==> config.mk <==
export PLATFORM = sky130hd
export DESIGN_NAME = maxpool_32_2_16_flat
export DESIGN_NICKNAME = d
export VERILOG_FILES = /design/src/rtl/maxpool_32_2_16_if.sv /design/src/rtl/maxpool_32_2_16.sv /design/src/flat_wrapper.sv
export SDC_FILE = /design/constraint.sdc
export NUM_CORES = 1
export LEC_CHECK = 0
export ABC_AREA = 1
export BUFFER_PORTS_ARGS = -buffer_cell sky130_fd_sc_hd__buf_2
export CORE_MARGIN = 2
export CORE_UTILIZATION = 38
export CTS_BUF_LIST = sky130_fd_sc_hd__clkbuf_16
export DETAILED_ROUTE_END_ITERATION = 12
export GPL_TIMING_DRIVEN = 0
export PLACE_DENSITY = 0.55
export SLEW_MARGIN = 20
export SYNTH_ARGS = -nofsm -noshare
export SYNTH_HDL_FRONTEND = slang
export SYNTH_SLANG_ARGS = --single-unit
==> constraint.sdc <==
create_clock -name clk -period 2.2 [get_ports clk]
set_input_delay 0.44 -clock clk [delete_from_list [all_inputs] [get_ports clk]]
set_output_delay 0.44 -clock clk [all_outputs]
set_load 0.02 [all_outputs]
==> src/rtl/maxpool_32_2_16_if.sv <==
//------------------------------------------------------------------------------
// maxpool_32_2_16_if
// Valid/ready stream bundle: sample input side and pooled-result output side.
// Rev 1.0 - initial release
//------------------------------------------------------------------------------
`timescale 1ns/1ps
`default_nettype none

interface maxpool_32_2_16_if #(
    parameter int T = 16
);
    logic [T-1:0] x_data;
    logic         x_valid;
    logic         x_ready;
    logic [T-1:0] y_data;
    logic         y_valid;
    logic         y_ready;
    logic         y_last;

    // master drives samples in and consumes results; slave is the pooling block
    modport master (
        output x_data, x_valid, y_ready,
        input  x_ready, y_data, y_valid, y_last
    );

    modport slave (
        input  x_data, x_valid, y_ready,
        output x_ready, y_data, y_valid, y_last
    );
endinterface

`default_nettype wire

==> src/rtl/maxpool_32_2_16.sv <==
//------------------------------------------------------------------------------
// maxpool_32_2_16
// Streaming 1-D max pooling (window/stride K over L-sample vectors), 2-deep output FIFO.
// Rev 1.0 - initial release
//------------------------------------------------------------------------------
`timescale 1ns/1ps
`default_nettype none

module maxpool_32_2_16 #(
    parameter int L = 32,
    parameter int K = 2,
    parameter int T = 16
) (
    input  logic               clk,
    input  logic               reset,
    maxpool_32_2_16_if.slave   bus
);

    localparam int EW = (L > 1) ? $clog2(L) : 1;
    localparam int WW = (K > 1) ? $clog2(K) : 1;

    localparam logic [EW-1:0] ELEM_LAST = EW'(L - 1);
    localparam logic [EW-1:0] ELEM_ONE  = EW'(1);
    localparam logic [WW-1:0] WIN_LAST  = WW'(K - 1);
    localparam logic [WW-1:0] WIN_ONE   = WW'(1);

    localparam logic [1:0] S_IDLE  = 2'd0;
    localparam logic [1:0] S_ACCUM = 2'd1;
    localparam logic [1:0] S_EMIT  = 2'd2;

    logic [EW-1:0]        elem_cnt_q, elem_cnt_d;
    logic [WW-1:0]        win_cnt_q,  win_cnt_d;
    logic signed [T-1:0]  run_max_q,  run_max_d;
    logic [T:0]           mem_q [2];
    logic                 rd_ptr_q;
    logic                 wr_ptr_q;
    logic [1:0]           count_q;

    logic                 accept;
    logic                 pop;
    logic                 push;
    logic                 elem_end;
    logic                 win_end;
    logic                 win_first;
    logic signed [T-1:0]  x_s;
    logic signed [T-1:0]  cand;
    logic [1:0]           state_d;

    assign x_s       = $signed(bus.x_data);
    assign elem_end  = (elem_cnt_q == ELEM_LAST);
    assign win_end   = (win_cnt_q == WIN_LAST);
    assign win_first = (win_cnt_q == '0);

    // First sample of a window always loads, so an all-negative window never sees 0
    assign cand = (win_first || (x_s > run_max_q)) ? x_s : run_max_q;

    // Ready is withheld whenever the FIFO is full, even if it drains this cycle
    assign bus.x_ready = !reset && (count_q < 2'd2);
    assign accept      = bus.x_valid && bus.x_ready;
    assign pop         = (count_q != 2'd0) && bus.y_ready;

    assign bus.y_valid = (count_q != 2'd0);
    assign bus.y_data  = mem_q[rd_ptr_q][T-1:0];
    assign bus.y_last  = mem_q[rd_ptr_q][T];

    always_comb begin
        state_d    = S_IDLE;
        elem_cnt_d = elem_cnt_q;
        win_cnt_d  = win_cnt_q;
        run_max_d  = run_max_q;
        push       = 1'b0;

        if (accept) begin
            state_d = (win_end || elem_end) ? S_EMIT : S_ACCUM;
        end

        case (state_d)
            S_ACCUM: begin
                elem_cnt_d = elem_cnt_q + ELEM_ONE;
                win_cnt_d  = win_cnt_q + WIN_ONE;
                run_max_d  = cand;
            end
            S_EMIT: begin
                // A vector boundary also closes a short trailing window
                elem_cnt_d = elem_end ? '0 : (elem_cnt_q + ELEM_ONE);
                win_cnt_d  = '0;
                run_max_d  = cand;
                push       = 1'b1;
            end
            default: begin
            end
        endcase
    end

    always_ff @(posedge clk or posedge reset) begin
        if (reset) begin
            elem_cnt_q <= '0;
            win_cnt_q  <= '0;
            run_max_q  <= '0;
            mem_q[0]   <= '0;
            mem_q[1]   <= '0;
            rd_ptr_q   <= 1'b0;
            wr_ptr_q   <= 1'b0;
            count_q    <= 2'd0;
        end else begin
            elem_cnt_q <= elem_cnt_d;
            win_cnt_q  <= win_cnt_d;
            run_max_q  <= run_max_d;

            if (push) begin
                mem_q[wr_ptr_q] <= {elem_end, cand};
                wr_ptr_q        <= ~wr_ptr_q;
            end

            if (pop) begin
                rd_ptr_q <= ~rd_ptr_q;
            end

            case ({push, pop})
                2'b10:   count_q <= count_q + 2'd1;
                2'b01:   count_q <= count_q - 2'd1;
                default: count_q <= count_q;
            endcase
        end
    end

endmodule

`default_nettype wire

==> src/flat_wrapper.sv <==
// flat-port wrapper written by rule: the top's interface ports become plain ports
module maxpool_32_2_16_flat 
#(
    parameter int L = 32,
    parameter int K = 2,
    parameter int T = 16
)
  (clk, reset, bus_x_data, bus_x_valid, bus_y_ready, bus_x_ready, bus_y_data, bus_y_valid, bus_y_last);
  maxpool_32_2_16_if #(.T(T)) bus_i ();
  input  logic clk;
  input  logic reset;
  input wire logic [$bits(bus_i.x_data)-1:0] bus_x_data;
  input wire logic [$bits(bus_i.x_valid)-1:0] bus_x_valid;
  input wire logic [$bits(bus_i.y_ready)-1:0] bus_y_ready;
  output wire logic [$bits(bus_i.x_ready)-1:0] bus_x_ready;
  output wire logic [$bits(bus_i.y_data)-1:0] bus_y_data;
  output wire logic [$bits(bus_i.y_valid)-1:0] bus_y_valid;
  output wire logic [$bits(bus_i.y_last)-1:0] bus_y_last;
  assign bus_i.x_data = bus_x_data;
  assign bus_i.x_valid = bus_x_valid;
  assign bus_i.y_ready = bus_y_ready;
  assign bus_x_ready = bus_i.x_ready;
  assign bus_y_data = bus_i.y_data;
  assign bus_y_valid = bus_i.y_valid;
  assign bus_y_last = bus_i.y_last;
  maxpool_32_2_16 #(.L(L), .K(K), .T(T)) u_core (.clk(clk), .reset(reset), .bus(bus_i));
endmodule
==> impl_results.md <==
* Status: completed
* Share of layout cells above drive strength 1 at 0.262
* Max Freq at 0.477 GHz
* Die Y at 99.9 um
* CP Capture Type: primary output
* Ant diodes at 0
* DRT Pass-1 Iters at 6
* Pleak at 0.00227 uW
* Comb pwr share at 0.491
* Met3 GRT Util at 0.0272
* Final worst path period need at 2.10 ns
* CP Max Fanout at 10
* Port Buffers at 38
* Max clock buf depth at 2
* Hold buffer count at CTS at 0
* Setup slack, reg-to-reg at 0.12 ns
* Number of global-route vias before repair at 2906
* Num CTS Buffers at 9
* Post-layout util at 0.476
* Design area at 4190 um2
* Max-slew violations at 0
* Mean Syn Cell Area at 8.40 um2
* Sequential share of the synthesized area at 0.430
* Initial antenna violation count at 0
* H-tree levels at 3
* Unrepaired setup endpoints after global routing: yes
* Peak supply drop at 0.523 mV
* Min-Delay Path Class: input port to asynchronous set/reset pin
* Die width at 99.9 um
* Startpoint types: flip-flop
* Cells after Synth at 416
* Gpl congestion at 0.770
* Pin slew with the least headroom to its limit at 0.579 ns
* Pwr Density at 1460 nW/um2
* Cell variety after synth at 29
* Clock share of power at 0.196
* Critical Path RT at 1.76 ns
* Hpwl dp at 5.63 mm
* Sw power at 2560 uW
* Register bit count reported by yosys at 60
* I/O pin count at 39
* First-pass GRT wire length at 14.2 mm
* Clock-pin slew on the worst setup and hold paths at 0.05 ns
* Via density per instance at 4.87
* Switching Share at 0.418
* Critical Path AT at 1.66 ns
* Total negative slack at 0 ns
* Later-pin clock latency in the skew report at 0.32 ns
* Seq pwr share at 0.313
* Clk root buf: clkbuf_16
* Layout net count at 508
* DR DRC count at 0
* CTS tree: yes
* Rel. slew slack at 0.614
* Final setup violation count at 0
* Wire per inst at 14.4 um
* Syn Nets at 455
* Skew final at 0.00777 ns
* Number of max-cap violations at 0
* GRT Resource Usage Total at 0.182
* Largest net degree at the start of global routing at 42
* Met2 Track Usage GR at 0.298
* Area growth syn-to-layout at 19.9%
* Worst Setup Path Type: flip-flop to primary output
* Rows at 34
* Crit share post-route at 0.952
* Synthesized area at 3490 um2
* Initial DRC count at 118
* Busiest grt layer: met2
* Grt total ovfl at 0
* Die Area at 9980 um2
* Initial Utilization at 0.397
* Internal at 3570 uW
* Total wire length at 8.36 mm
* YS warnings at 0
* Vias at 2832
* GR met1 Demand/Resource at 0.250
* Core area at 8810 um2
* Final hold vios at 0
* Placed cell area at 3840 um2
* Sink Count at 60
* Post-route ant nets at 0
[stage by stage]
step / power [uW] / cells / worst slack, ns / hold WS (ns)
after detailed placement: 4770 / 563 / -0.0895 / 0.425
after global placement: 4700 / 562 / -0.668 / 0.457
after CTS: 6010 / 577 / 0.0642 / 0.0838
after global routing: 6660 / 581 / -0.0351 / 0.101
final: 6140 / 581 / 0.105 / 0.0828
after floorplan: 4060 / 416 / 0.253 / 0.444
[power groups by stage]
| stage | clock network, uW | logic (uW) | registers [uW] |
|---|---|---|---|
| finish | 1200 | 3010 | 1920 |
| floorplan | 0 | 2230 | 1820 |
| detailed placement | 0 | 2890 | 1880 |
| global route | 1290 | 3370 | 2000 |
| CTS | 1230 | 2860 | 1930 |
| global placement | 0 | 2830 | 1860 |
[flip-flops by register name (all words and copies together) (netlist names)]
register / flops
u_core.run_max_q: 16
u_core.count_q: 2
u_core.wr_ptr_q: 1
u_core.elem_cnt_q: 5
u_core.win_cnt_q: 1
u_core.mem_q: 34
u_core.rd_ptr_q: 1
[kinds of logic (layout without fill, tap and decap cells)]
| logic type | Yosys count | after routing | synth area share |
|---|---|---|---|
| simple gates | 234 | 234 | 0.329 |
| buf+inv | 66 | 123 | 0.0834 |
| flops | 60 | 60 | 0.430 |
| fa+ha+maj | 19 | 19 | 0.0680 |
| compound gates | 18 | 18 | 0.0311 |
| mux | 16 | 16 | 0.0516 |
| xor+xnor | 3 | 3 | 0.00752 |
[per-layer routing]
| metal | routed length (um) | part of all wire | vias up |
|---|---|---|---|
| met4 | 83 | 0.0099 | 0 |
| met1 | 4150 | 0.50 | 1349 |
| li1 | - | - | 1429 |
| met5 | 0 | 0 | - |
| met3 | 217 | 0.026 | 8 |
| met2 | 3900 | 0.47 | 46 |
[final timing paths]
check                           cells past startpoint                 to                 start
worst max-delay path                                3     bus_y_data[15]       u_core.rd_ptr_q
worst min-delay path                                2  u_core.count_q[0]                 reset
worst max register to register                      9  u_core.count_q[1]  u_core.elem_cnt_q[0]
worst min register to register                      2   u_core.mem_q[19]      u_core.mem_q[19]
max in group asynchronous                           3    u_core.rd_ptr_q                 reset
min in group clk                                    3    u_core.rd_ptr_q           bus_y_ready
[critical path: stages, from the launching register on]
cell and delay [ns]:
dfrtp_2 0.54, buf_4 0.27, mux2_2 0.37, buf_2 0.16
[synthesized netlist by cell type]
master	count	share of area
o21a_1	2	0.0043
mux2_2	16	0.052
buf_12	1	0.0057
inv_2	4	0.0043
nand2_8	1	0.0057
nor3_1	2	0.0029
buf_6	1	0.0032
o21ai_0	5	0.0072
a21o_1	1	0.0021
clkbuf_8	1	0.0039
nor2_4	2	0.0064
o21ai_2	2	0.0050
a21oi_2	1	0.0025
clkbuf_1	3	0.0032
ha_1	19	0.068
a21oi_1	7	0.010
buf_2	8	0.011
nor2_2	4	0.0072
nand4_1	1	0.0018
dfrtp_1	60	0.43
nand3_1	57	0.082
nand2_1	135	0.15
inv_1	48	0.052
nand2_2	2	0.0036
nand3_2	10	0.029
or2_2	1	0.0018
xnor2_1	3	0.0075
nand2_4	11	0.035
nor2_1	8	0.0086
[cell type report]
type,instances,area [um2]
fill,850,4620
clock buffer,9,225
clock inverter,6,23.8
timing repair buffer,44,278
buffer,12,97.6
inverter,52,198
sequential,60,1500
tap,108,135
multi-input combinational,290,1730
[repair_timing]
| item | 4_1_cts | 5_1_grt |
|---|---|---|
| pin swaps | 0 | 5 |
| gates cloned | 0 | 1 |
| setup buffers | 0 | 4 |
| endpoints found under the setup margin | 25 | 34 |
| resized for setup | 3 | 8 |
[layout by cell type (no fill, tap or decap), drive strengths merged]
cell type | synthesis | routed
clkbuf | 4 | 12
o21a | 2 | 2
nand3 | 67 | 67
xnor2 | 3 | 3
nor2 | 14 | 14
dfrtp | 60 | 60
mux2 | 16 | 16
clkinv | 0 | 5
nand2 | 149 | 149
buf | 10 | 53
or2 | 1 | 1
nand4 | 1 | 1
a21oi | 8 | 8
inv | 52 | 53
a21o | 1 | 1
o21ai | 7 | 7
nor3 | 2 | 2
ha | 19 | 19
No activity file was read; power rests on OpenSTA's default activity.
